===== src/rtl/sdma_sap_upsample_scanner.sv =====
// Raster-order position sequencer for the SAP upsample/padding write path.
// Optional abort input/output pair enabled by defining SDMA_SAP_US_ABORT_EN.
module sdma_sap_upsample_scanner #(
    parameter int ZNUMW = 4,
    parameter int DIMW  = 12
) (
    input  logic             i_clk,
    input  logic             i_rst_n,
    input  logic             i_sap_us_start,
    input  logic             i_sap_us_upsampleen,
    input  logic             i_sap_us_paddingen,
    input  logic [ZNUMW-1:0] i_sap_us_insertzeronum,
    input  logic [ZNUMW-1:0] i_sap_us_upsampleidxx,
    input  logic [ZNUMW-1:0] i_sap_us_upsampleidxy,
    input  logic [DIMW-1:0]  i_sap_us_padtop,
    input  logic [DIMW-1:0]  i_sap_us_padbottom,
    input  logic [DIMW-1:0]  i_sap_us_padleft,
    input  logic [DIMW-1:0]  i_sap_us_padright,
    input  logic [DIMW-1:0]  i_sap_us_corewidth,
    input  logic [DIMW-1:0]  i_sap_us_coreheight,
`ifdef SDMA_SAP_US_ABORT_EN
    input  logic             i_sap_us_abort,
    output logic             o_sap_us_aborted,
`endif
    output logic             o_sap_us_vld,
    input  logic             i_sap_us_rdy,
    output logic [DIMW-1:0]  o_sap_us_x,
    output logic [DIMW-1:0]  o_sap_us_y,
    output logic             o_sap_us_paddingflag,
    output logic             o_sap_us_upsampleflag,
    output logic             o_sap_us_last,
    output logic             o_sap_us_busy,
    output logic             o_sap_us_done
);
    localparam int SW = DIMW + 1;

    typedef enum logic [1:0] {IDLE, LOAD, SCAN, DONE} state_t;

    state_t           state_reg;
    logic             vld_reg, busy_reg, done_reg;
    logic             us_en_reg;
    logic [ZNUMW-1:0] nz_reg, idx_x_reg, idx_y_reg, xcnt_reg, ycnt_reg;
    logic [DIMW-1:0]  pad_top_reg, pad_bot_reg, pad_left_reg, pad_right_reg;
    logic [DIMW-1:0]  core_w_reg, core_h_reg, x_reg, y_reg;
    logic             pad_reg, up_reg, last_reg;

    logic             cfg_us_en;
    logic [ZNUMW-1:0] cfg_nz, cfg_idx_x, cfg_idx_y;
    logic [DIMW-1:0]  cfg_pad_top, cfg_pad_bot, cfg_pad_left, cfg_pad_right;
    logic [DIMW-1:0]  cfg_core_w, cfg_core_h;

    logic             abort_req;
`ifdef SDMA_SAP_US_ABORT_EN
    logic             aborted_reg;
    assign abort_req = i_sap_us_abort;
`else
    assign abort_req = 1'b0;
`endif

    logic in_load;
    assign in_load = (state_reg == LOAD);

    // During LOAD the live inputs feed the first beat; afterwards the latched copy does.
    always_comb begin
        if (in_load) begin
            cfg_us_en     = i_sap_us_upsampleen;
            cfg_nz        = i_sap_us_insertzeronum;
            cfg_idx_x     = i_sap_us_paddingen ? i_sap_us_upsampleidxx : '0;
            cfg_idx_y     = i_sap_us_paddingen ? i_sap_us_upsampleidxy : '0;
            cfg_pad_top   = i_sap_us_paddingen ? i_sap_us_padtop : '0;
            cfg_pad_bot   = i_sap_us_paddingen ? i_sap_us_padbottom : '0;
            cfg_pad_left  = i_sap_us_paddingen ? i_sap_us_padleft : '0;
            cfg_pad_right = i_sap_us_paddingen ? i_sap_us_padright : '0;
            cfg_core_w    = i_sap_us_corewidth;
            cfg_core_h    = i_sap_us_coreheight;
        end else begin
            cfg_us_en     = us_en_reg;
            cfg_nz        = nz_reg;
            cfg_idx_x     = idx_x_reg;
            cfg_idx_y     = idx_y_reg;
            cfg_pad_top   = pad_top_reg;
            cfg_pad_bot   = pad_bot_reg;
            cfg_pad_left  = pad_left_reg;
            cfg_pad_right = pad_right_reg;
            cfg_core_w    = core_w_reg;
            cfg_core_h    = core_h_reg;
        end
    end

    logic [SW-1:0] width_total, height_total, core_x_lo, core_x_hi, core_y_lo, core_y_hi;
    assign core_x_lo    = SW'(cfg_pad_left);
    assign core_x_hi    = core_x_lo + SW'(cfg_core_w);
    assign core_y_lo    = SW'(cfg_pad_top);
    assign core_y_hi    = core_y_lo + SW'(cfg_core_h);
    assign width_total  = core_x_hi + SW'(cfg_pad_right);
    assign height_total = core_y_hi + SW'(cfg_pad_bot);

    function automatic logic [ZNUMW-1:0] phase_step(input logic [ZNUMW-1:0] cnt,
                                                   input logic [ZNUMW-1:0] cnt_max);
        return (cnt == cnt_max) ? '0 : cnt + ZNUMW'(1);
    endfunction

    logic [SW-1:0]    x_ext, y_ext, x_next, y_next;
    logic [ZNUMW-1:0] xcnt_next, ycnt_next;
    logic             row_end, cur_core_row, pad_next, up_next, last_next;

    // Next beat position and phases; flags are derived from these so they line up with x/y.
    always_comb begin
        x_ext        = SW'(x_reg);
        y_ext        = SW'(y_reg);
        row_end      = (x_ext == width_total - SW'(1));
        cur_core_row = (y_ext >= core_y_lo) && (y_ext < core_y_hi);
        x_next       = '0;
        y_next       = '0;
        xcnt_next    = '0;
        ycnt_next    = '0;
        if (!in_load) begin
            x_next    = row_end ? '0 : x_ext + SW'(1);
            y_next    = row_end ? y_ext + SW'(1) : y_ext;
            xcnt_next = xcnt_reg;
            ycnt_next = ycnt_reg;
            if (!cfg_us_en) begin
                xcnt_next = '0;
                ycnt_next = '0;
            end else begin
                if (x_next == core_x_lo)
                    xcnt_next = '0;
                else if ((x_next > core_x_lo) && (x_next < core_x_hi))
                    xcnt_next = phase_step(xcnt_reg, cfg_nz);
                if (cur_core_row && (x_ext == core_x_hi - SW'(1)))
                    ycnt_next = phase_step(ycnt_reg, cfg_nz);
            end
        end
        pad_next  = (y_next < core_y_lo) || (y_next >= core_y_hi) ||
                    (x_next < core_x_lo) || (x_next >= core_x_hi);
        up_next   = cfg_us_en && !pad_next &&
                    !((xcnt_next == cfg_idx_x) && (ycnt_next == cfg_idx_y));
        last_next = (x_next == width_total - SW'(1)) && (y_next == height_total - SW'(1));
    end

    logic core_empty, beat_adv, beat_load, beat_clear;
    assign core_empty = (cfg_core_w == '0) || (cfg_core_h == '0);
    assign beat_adv   = (state_reg == SCAN) && vld_reg && i_sap_us_rdy;
    assign beat_load  = (in_load && !abort_req && !core_empty) ||
                        (beat_adv && !last_reg && !abort_req);
    assign beat_clear = (state_reg == SCAN) && (abort_req || (beat_adv && last_reg));

    always_ff @(posedge i_clk or negedge i_rst_n) begin
        if (!i_rst_n) begin
            state_reg     <= IDLE;
            vld_reg       <= 1'b0;
            busy_reg      <= 1'b0;
            done_reg      <= 1'b0;
`ifdef SDMA_SAP_US_ABORT_EN
            aborted_reg   <= 1'b0;
`endif
            us_en_reg     <= 1'b0;
            nz_reg        <= '0;
            idx_x_reg     <= '0;
            idx_y_reg     <= '0;
            pad_top_reg   <= '0;
            pad_bot_reg   <= '0;
            pad_left_reg  <= '0;
            pad_right_reg <= '0;
            core_w_reg    <= '0;
            core_h_reg    <= '0;
        end else begin
            done_reg <= 1'b0;
`ifdef SDMA_SAP_US_ABORT_EN
            aborted_reg <= 1'b0;
`endif
            case (state_reg)
                IDLE: begin
                    if (i_sap_us_start) begin
                        state_reg <= LOAD;
                        busy_reg  <= 1'b1;
                    end
                end
                LOAD: begin
                    us_en_reg     <= cfg_us_en;
                    nz_reg        <= cfg_nz;
                    idx_x_reg     <= cfg_idx_x;
                    idx_y_reg     <= cfg_idx_y;
                    pad_top_reg   <= cfg_pad_top;
                    pad_bot_reg   <= cfg_pad_bot;
                    pad_left_reg  <= cfg_pad_left;
                    pad_right_reg <= cfg_pad_right;
                    core_w_reg    <= cfg_core_w;
                    core_h_reg    <= cfg_core_h;
                    if (abort_req || core_empty) begin
                        state_reg <= DONE;
                        done_reg  <= 1'b1;
`ifdef SDMA_SAP_US_ABORT_EN
                        aborted_reg <= abort_req;
`endif
                    end else begin
                        state_reg <= SCAN;
                        vld_reg   <= 1'b1;
                    end
                end
                SCAN: begin
                    if (beat_clear) begin
                        state_reg <= DONE;
                        vld_reg   <= 1'b0;
                        done_reg  <= 1'b1;
`ifdef SDMA_SAP_US_ABORT_EN
                        aborted_reg <= abort_req;
`endif
                    end
                end
                DONE: begin
                    state_reg <= IDLE;
                    busy_reg  <= 1'b0;
                end
                default: state_reg <= IDLE;
            endcase
        end
    end

    always_ff @(posedge i_clk or negedge i_rst_n) begin
        if (!i_rst_n) begin
            x_reg    <= '0;
            y_reg    <= '0;
            xcnt_reg <= '0;
            ycnt_reg <= '0;
            pad_reg  <= 1'b0;
            up_reg   <= 1'b0;
            last_reg <= 1'b0;
        end else if (beat_load) begin
            x_reg    <= x_next[DIMW-1:0];
            y_reg    <= y_next[DIMW-1:0];
            xcnt_reg <= xcnt_next;
            ycnt_reg <= ycnt_next;
            pad_reg  <= pad_next;
            up_reg   <= up_next;
            last_reg <= last_next;
        end else if (beat_clear) begin
            x_reg    <= '0;
            y_reg    <= '0;
            xcnt_reg <= '0;
            ycnt_reg <= '0;
            pad_reg  <= 1'b0;
            up_reg   <= 1'b0;
            last_reg <= 1'b0;
        end
    end

    assign o_sap_us_vld          = vld_reg;
    assign o_sap_us_x            = x_reg;
    assign o_sap_us_y            = y_reg;
    assign o_sap_us_paddingflag  = pad_reg;
    assign o_sap_us_upsampleflag = up_reg;
    assign o_sap_us_last         = last_reg;
    assign o_sap_us_busy         = busy_reg;
    assign o_sap_us_done         = done_reg;
`ifdef SDMA_SAP_US_ABORT_EN
    assign o_sap_us_aborted      = aborted_reg;
`endif

endmodule


===== config.mk =====
export PLATFORM = sky130hd
export DESIGN_NAME = sdma_sap_upsample_scanner
export DESIGN_NICKNAME = d
export VERILOG_FILES = /design/src/rtl/sdma_sap_upsample_scanner.sv
export SDC_FILE = /design/constraint.sdc
export NUM_CORES = 1
export LEC_CHECK = 0
export CORE_ASPECT_RATIO = 0.6
export CORE_MARGIN = 3
export CORE_UTILIZATION = 30
export CTS_CLUSTER_SIZE = 40
export DETAILED_ROUTE_END_ITERATION = 6
export PLACE_DENSITY = 0.52
export SETUP_SLACK_MARGIN = 0.5
export SYNTH_ARGS = -nofsm -noshare
export SYNTH_HDL_FRONTEND = slang
export SYNTH_SLANG_ARGS = --single-unit

===== constraint.sdc =====
create_clock -name i_clk -period 10.45 [get_ports i_clk]
set_input_delay 1.045 -clock i_clk [delete_from_list [all_inputs] [get_ports i_clk]]
set_output_delay 1.045 -clock i_clk [all_outputs]
set_load 0.02 [all_outputs]

After elaboration in Yosys (flattened, before gate mapping) --
Cells that the tools add are included.
Cells by class: $add $sub $neg 11, muxes and demuxes 50, reduce and logical (&&, ||, !) cells 31, order comparisons 8, equal/unequal tests 15
Operators by type and width (count):
- 12-bit 2-to-1 mux | 13
- 4-bit 2-to-1 mux | 17
- 13-bit 2-to-1 mux | 4
- 13-bit by 1-bit subtractor with 13-bit output (second input constant) | 3
- 12-bit by 1-bit adder with 13-bit output (second input constant) | 2
- 12-bit by 12-bit adder with 13-bit output | 2
- 13-bit by 12-bit adder with 13-bit output | 2
- 12-bit by 13-bit equality test with 1-bit output | 2
- 13-bit equality test | 2
- 13-bit >= comparator | 2
- 13-bit by 12-bit < comparator with 1-bit output | 2
- 12-bit zero test | 2
- 4-bit equality test | 4
- 13-bit by 12-bit equality test with 1-bit output | 1
- 13-bit by 12-bit greater-than comparator with 1-bit output | 1
- 1-bit logical AND | 13
- 12-bit by 13-bit < comparator with 1-bit output | 1
- 13-bit < comparator | 1
- 12-bit >= comparator | 1
- 1-bit 2-to-1 mux | 10
- 4-bit by 1-bit adder with 4-bit output (second input constant) | 2
- 2-bit case mux with 4 select lines | 1
- 2-bit inequality test (second input constant) | 3
- 1-bit case mux with 2 select lines | 3
- other kinds (9) | 21
Word-level totals: word-level logic and storage cells 136, register bits after elaboration 125, output and inout port bits 30

Depth between registers and ports, before layout --
depth in word-level cells 18, mapped depth 45

Least setup slack after synthesis --
Ideal clock, no wire load.
kind in2reg, start input i_sap_us_paddingen, end register up_reg (netlist: o_sap_us_upsampleflag), setup slack 0.771 ns, data required time 10.312 ns, arrival 9.541 ns, stages on the path 41, setup time 0.138 ns, cells stage by stage buf_2 > and2_0 > clkbuf_1 > clkbuf_1 > clkbuf_1 > nand2_1 > o21ai_0 > ha_1 > clkbuf_1 > a21o_1 > or3_1 > o221ai_1 > and2_1 > clkbuf_1 > xnor2_1 > ha_1 > clkbuf_1 > clkbuf_1 > [5 not listed] > xnor2_1 > nor2_2 > buf_4 > clkbuf_1 > or2_2 > ha_1 > maj3_1 > maj3_1 > maj3_1 > maj3_1 > mux2i_1 > a211o_2 > nand3b_4 > nor4_1 > a211oi_1 > or4_1 > o211ai_2 > a41oi_2
Between the ends: longest elaborated chain between the ends 18
RTL lines:
- start: declaration | RTL line 11 | input logic i_sap_us_paddingen,
- 12-bit 2-to-1 mux (*) | RTL line 72 | cfg_pad_left = i_sap_us_paddingen ? i_sap_us_padleft : '0;
- 12-bit 2-to-1 mux (*) | RTL line 65 | if (in_load) begin
- via cfg_pad_left[5] | RTL line 49 | logic [DIMW-1:0] cfg_pad_top, cfg_pad_bot, cfg_pad_left, cfg_pad_right;
- 12-bit by 12-bit adder with 13-bit output | RTL line 92 | assign core_x_hi = core_x_lo + SW'(cfg_core_w);
- 13-bit by 12-bit adder with 13-bit output | RTL line 95 | assign width_total = core_x_hi + SW'(cfg_pad_right);
- 13-bit by 1-bit subtractor with 13-bit output | RTL line 111 | row_end = (x_ext == width_total - SW'(1));
- 12-bit by 13-bit equality test with 1-bit output | RTL line 111
- 13-bit 2-to-1 mux | RTL line 118 | x_next = row_end ? '0 : x_ext + SW'(1);
- [3 not listed]
- 4-bit 2-to-1 mux | RTL line 126 | if (x_next == core_x_lo)
- 4-bit 2-to-1 mux | RTL line 122 | if (!cfg_us_en) begin
- 4-bit 2-to-1 mux | RTL line 117 | if (!in_load) begin
- 4-bit equality test | RTL line 137 | !((xcnt_next == cfg_idx_x) && (ycnt_next == cfg_idx_y));
- 1-bit logical AND | RTL line 137
- 1-bit zero test | RTL line 137
- 1-bit logical AND (*) | RTL line 136 | up_next = cfg_us_en && !pad_next &&
- 1-bit 2-to-1 mux (*) | RTL line 229 | end else if (beat_load) begin
- end signal: assignment | RTL line 235 | up_reg <= up_next;
- end: declaration | RTL line 45 | logic pad_reg, up_reg, last_reg;
Mark *: on every way through the listed nets, which the timed path passes. The rest lies on a longest branch. A chain may end at the register's enable or synchronous reset.

Final worst setup path --
Ends and elaborated chain as after synthesis.

==> run summary <==
* **post-synthesis compound-gate area fraction** 0.205
* **DIE HEIGHT** 165 um
* **average detailed-routed wire length per instance** 19.8 um
* **critical path class** input pin to register
* **RR Endpoint** o_sap_us_upsampleflag$_DFFE_PN0P_
* **fraction of layout cells with a size suffix above 1** 0.0703
* **number of vias in the routed layout** 11600
* **Slowest-stage cell, CP** a2111oi_0
* **I/O pin cnt** 120
* **placed instance area** 14600 um2
* **maximum number of buffers from clock root to sink** 2
* **vias in the first global route** 10900
* **placed wire-length estimate after detailed placement** 35300 um
* **Tightest Hold Check Type** register to register
* **wire length of the first global-routing pass** 67000 um
* **number of nets still failing antenna checks after routing** 0
* **share of synthesized area occupied by flip-flops and latches** 0.246
* **largest cells by area after synthesis** dfrtp_1, ha_1, xnor2_1
* **Die Span X** 272 um
* **sort of element at the end of the critical path** register
* **share of flip-flops with an asynchronous set or reset** 1.00
* **library cell with the largest summed area after synthesis** dfrtp_1
* **fin crit share** 0.920
* **# fillers** 4240
* **Netlist cell types** 95
* **Min Clock Period, post-route** 9610 ps
* **hold violation total from the final report** 0
* **Placed Cells incl. Taps** 2202
* **number of buffers inserted during clock tree synthesis** 17
* **number of warnings printed during yosys synthesis** 0
* **violation count after the first detailed-route iteration** 1194
* **hold_buf cts** 0
* **max-capacitance violation count** 0
* **number of enable-type register cells in the synthesized netlist** 0
* **Worst Setup EP** o_sap_us_upsampleflag$_DFFE_PN0P_
* **final layout net count** 1913
* **average cell area after synthesis** 8.20 um2
* **CP Max Fanout** 9
* **flop and latch count out of synthesis** 125
* **Max Transition Viols Final** 0
* **Remaining DRCs** 0
* **H-tree levels** 4
* **adder-cell share of the synthesized area** 0.164
* **TritonCTS clock tree** done
* **Reg area** 3130 um2
* **Post-Layout Cell Count** 2238
* **Syn Std Cell Area** 12700 um2
* **r2r setup slk** 940 ps
* **r2r startpoint** state_reg[1]$_DFFE_PN0P_
* **number of stages on the worst hold path** 1
* **TritonCTS Sinks** 125
* **Achievable Freq** 104 MHz
* **timing startpoint of the critical path** i_sap_us_paddingen
* **grt total ovfl** 0
* **die footprint** 45000 um2
* **Reg2Reg Depth** 36
* **maximum number of pins on one net before global-route repair** 70
* **initial standard-cell utilization of the core** 0.309
* **Worst path max stage delay** 520 ps
* **antenna cell count** 0
* **number of placement rows** 57
* **number of optimization iterations in the first detailed-route pass** 6
* **count of endpoints failing setup in the final report** 0
* **Sum Neg Setup Slack** 0 ps
* **final design instance area without fill** 15400 um2
* **Worst path most repeated cell** maj3_1
* **type of element launching the critical path** input pin
* **via/cell ratio** 5.20
* **worst clock skew on the final layout** 11.5 ps
* **setup repair after global routing missed its margin** false
* **post-synthesis net count** 1798
* **clk root buf** clkbuf_16
* **DRT Wirelength** 44300 um
* **placeable core region** 41200 um2
* **area share of the largest cell type after synthesis** 0.246
* **worst skew pair latency** 450 ps
* **tightest slew margin relative to the limit** 0.325
* **Tightest Pin Transition** 1010 ps
* **post-synthesis instance total** 1551
* **main combinational cell family by area after synthesis** compound AO/OA/AOI/OAI gates
* **Placer Congestion** 0.922
* **area of the multi-input gates** 8650 um2
* **run status** completed
* **endpoint arrival time on the critical path** 9920 ps
* **clock transition at the registers of the reported paths** 60 ps
* **Most used DFF post-synth** dfrtp_1
* **input/output buffers** 119
* **total track usage** 0.196
* **data required time of the worst path** 10750 ps
* **number of antenna violations at the first check in global routing** 0
* **Layout area overhead** 20.8%
* **mux share of post-synthesis cell area** 0.0381
* **simple-gate share of the synthesized area** 0.173
* **post-synthesis xor/xnor area fraction** 0.0963
==> stage by stage <==
stage,worst slack (ps),hold WS (ps),utilization
after floorplan,771,471,-
after global placement,717,487,0.356
after detailed placement,463,492,0.356
after CTS,913,507,0.371
after global routing,506,523,0.373
final,836,506,0.373
==> kinds of logic after synthesis <==
logic type,Yosys count
flops,125
mux,43
xor+xnor,131
buf+inv,256
simple gates,431
compound gates,399
fa+ha+maj,166
==> what timing repair did <==
| action | CTS | global route |
|---|---|---|
| gates resized for setup | 0 | 8 |
| buffers inserted | 0 | 5 |
| endpoints found under the setup margin | 0 | 2 |
==> critical path: cells and delay by family <==
family,cells,cell delay (ps)
buf+inv,4,890
mux,1,180
compound gates,12,2310
fa+ha+maj,7,2380
simple gates,11,2610
xor+xnor,2,460
==> cell type report <==
type	instances	share of cell area
Multi-Input combinational cell	1170	0.563
Sequential cell	125	0.204
Timing Repair Buffer	159	0.0987
Inverter	193	0.0472
Tap cell	560	0.0456
Clock buffer	20	0.0297
Clock inverter	11	0.0118
==> how the worst min path moves through the flow <==
stage | startpoint | endpoint
after floorplan | us_en_reg$_DFFE_PN0N_ | us_en_reg$_DFFE_PN0N_
after global placement | nz_reg[0]$_DFFE_PN0N_ | nz_reg[0]$_DFFE_PN0N_
after detailed placement | nz_reg[0]$_DFFE_PN0N_ | nz_reg[0]$_DFFE_PN0N_
after CTS | nz_reg[0]$_DFFE_PN0N_ | nz_reg[0]$_DFFE_PN0N_
after global routing | nz_reg[2]$_DFFE_PN0N_ | nz_reg[2]$_DFFE_PN0N_
final | us_en_reg$_DFFE_PN0N_ | us_en_reg$_DFFE_PN0N_
==> cell usage in the layout, fill, tap and decap left out, types with 34 or more instances in the layout <==
cell             count
xnor2_1             83
nor2_1             102
ha_1               151
nand3_1             34
a21oi_1             85
xor2_1              41
buf_4               38
clkdlybuf4s50_1    118
nand2_1            109
dfrtp_1            125
inv_1              191
o21ai_0            131
==> cells in the mapped netlist (8+ instances only) <==
cell and n:
o21a_1 10, mux2i_1 32, clkbuf_1 48, nor2_1 103, inv_1 191, or3_1 9
nor3_1 21, nand2b_1 19, dfrtp_1 125, nand3_1 34, nand4_1 32, a22o_1 23
a21oi_1 85, a21o_1 27, nor2b_1 24, o21ai_0 133, and3_1 16, nor4_1 15
o21bai_1 8, a211oi_1 13, xor2_1 41, a31oi_1 8, maj3_1 9, o211ai_1 12
xnor2_1 84, nand2_1 109, ha_1 153, o31ai_1 9, buf_1 8
==> layer usage <==
| layer | vias up | global-route usage | share of wire |
|---|---|---|---|
| met5 | - | 0 | 0 |
| met4 | 0 | 0.0339 | 0.010 |
| met3 | 27 | 0.0481 | 0.075 |
| met2 | 356 | 0.253 | 0.36 |
| met1 | 5547 | 0.320 | 0.55 |
| li1 | 5703 | - | - |
Power is left out: the tool's default activity adds up to more than one toggle a clock period on the data nets, which glitch-free logic cannot reach.
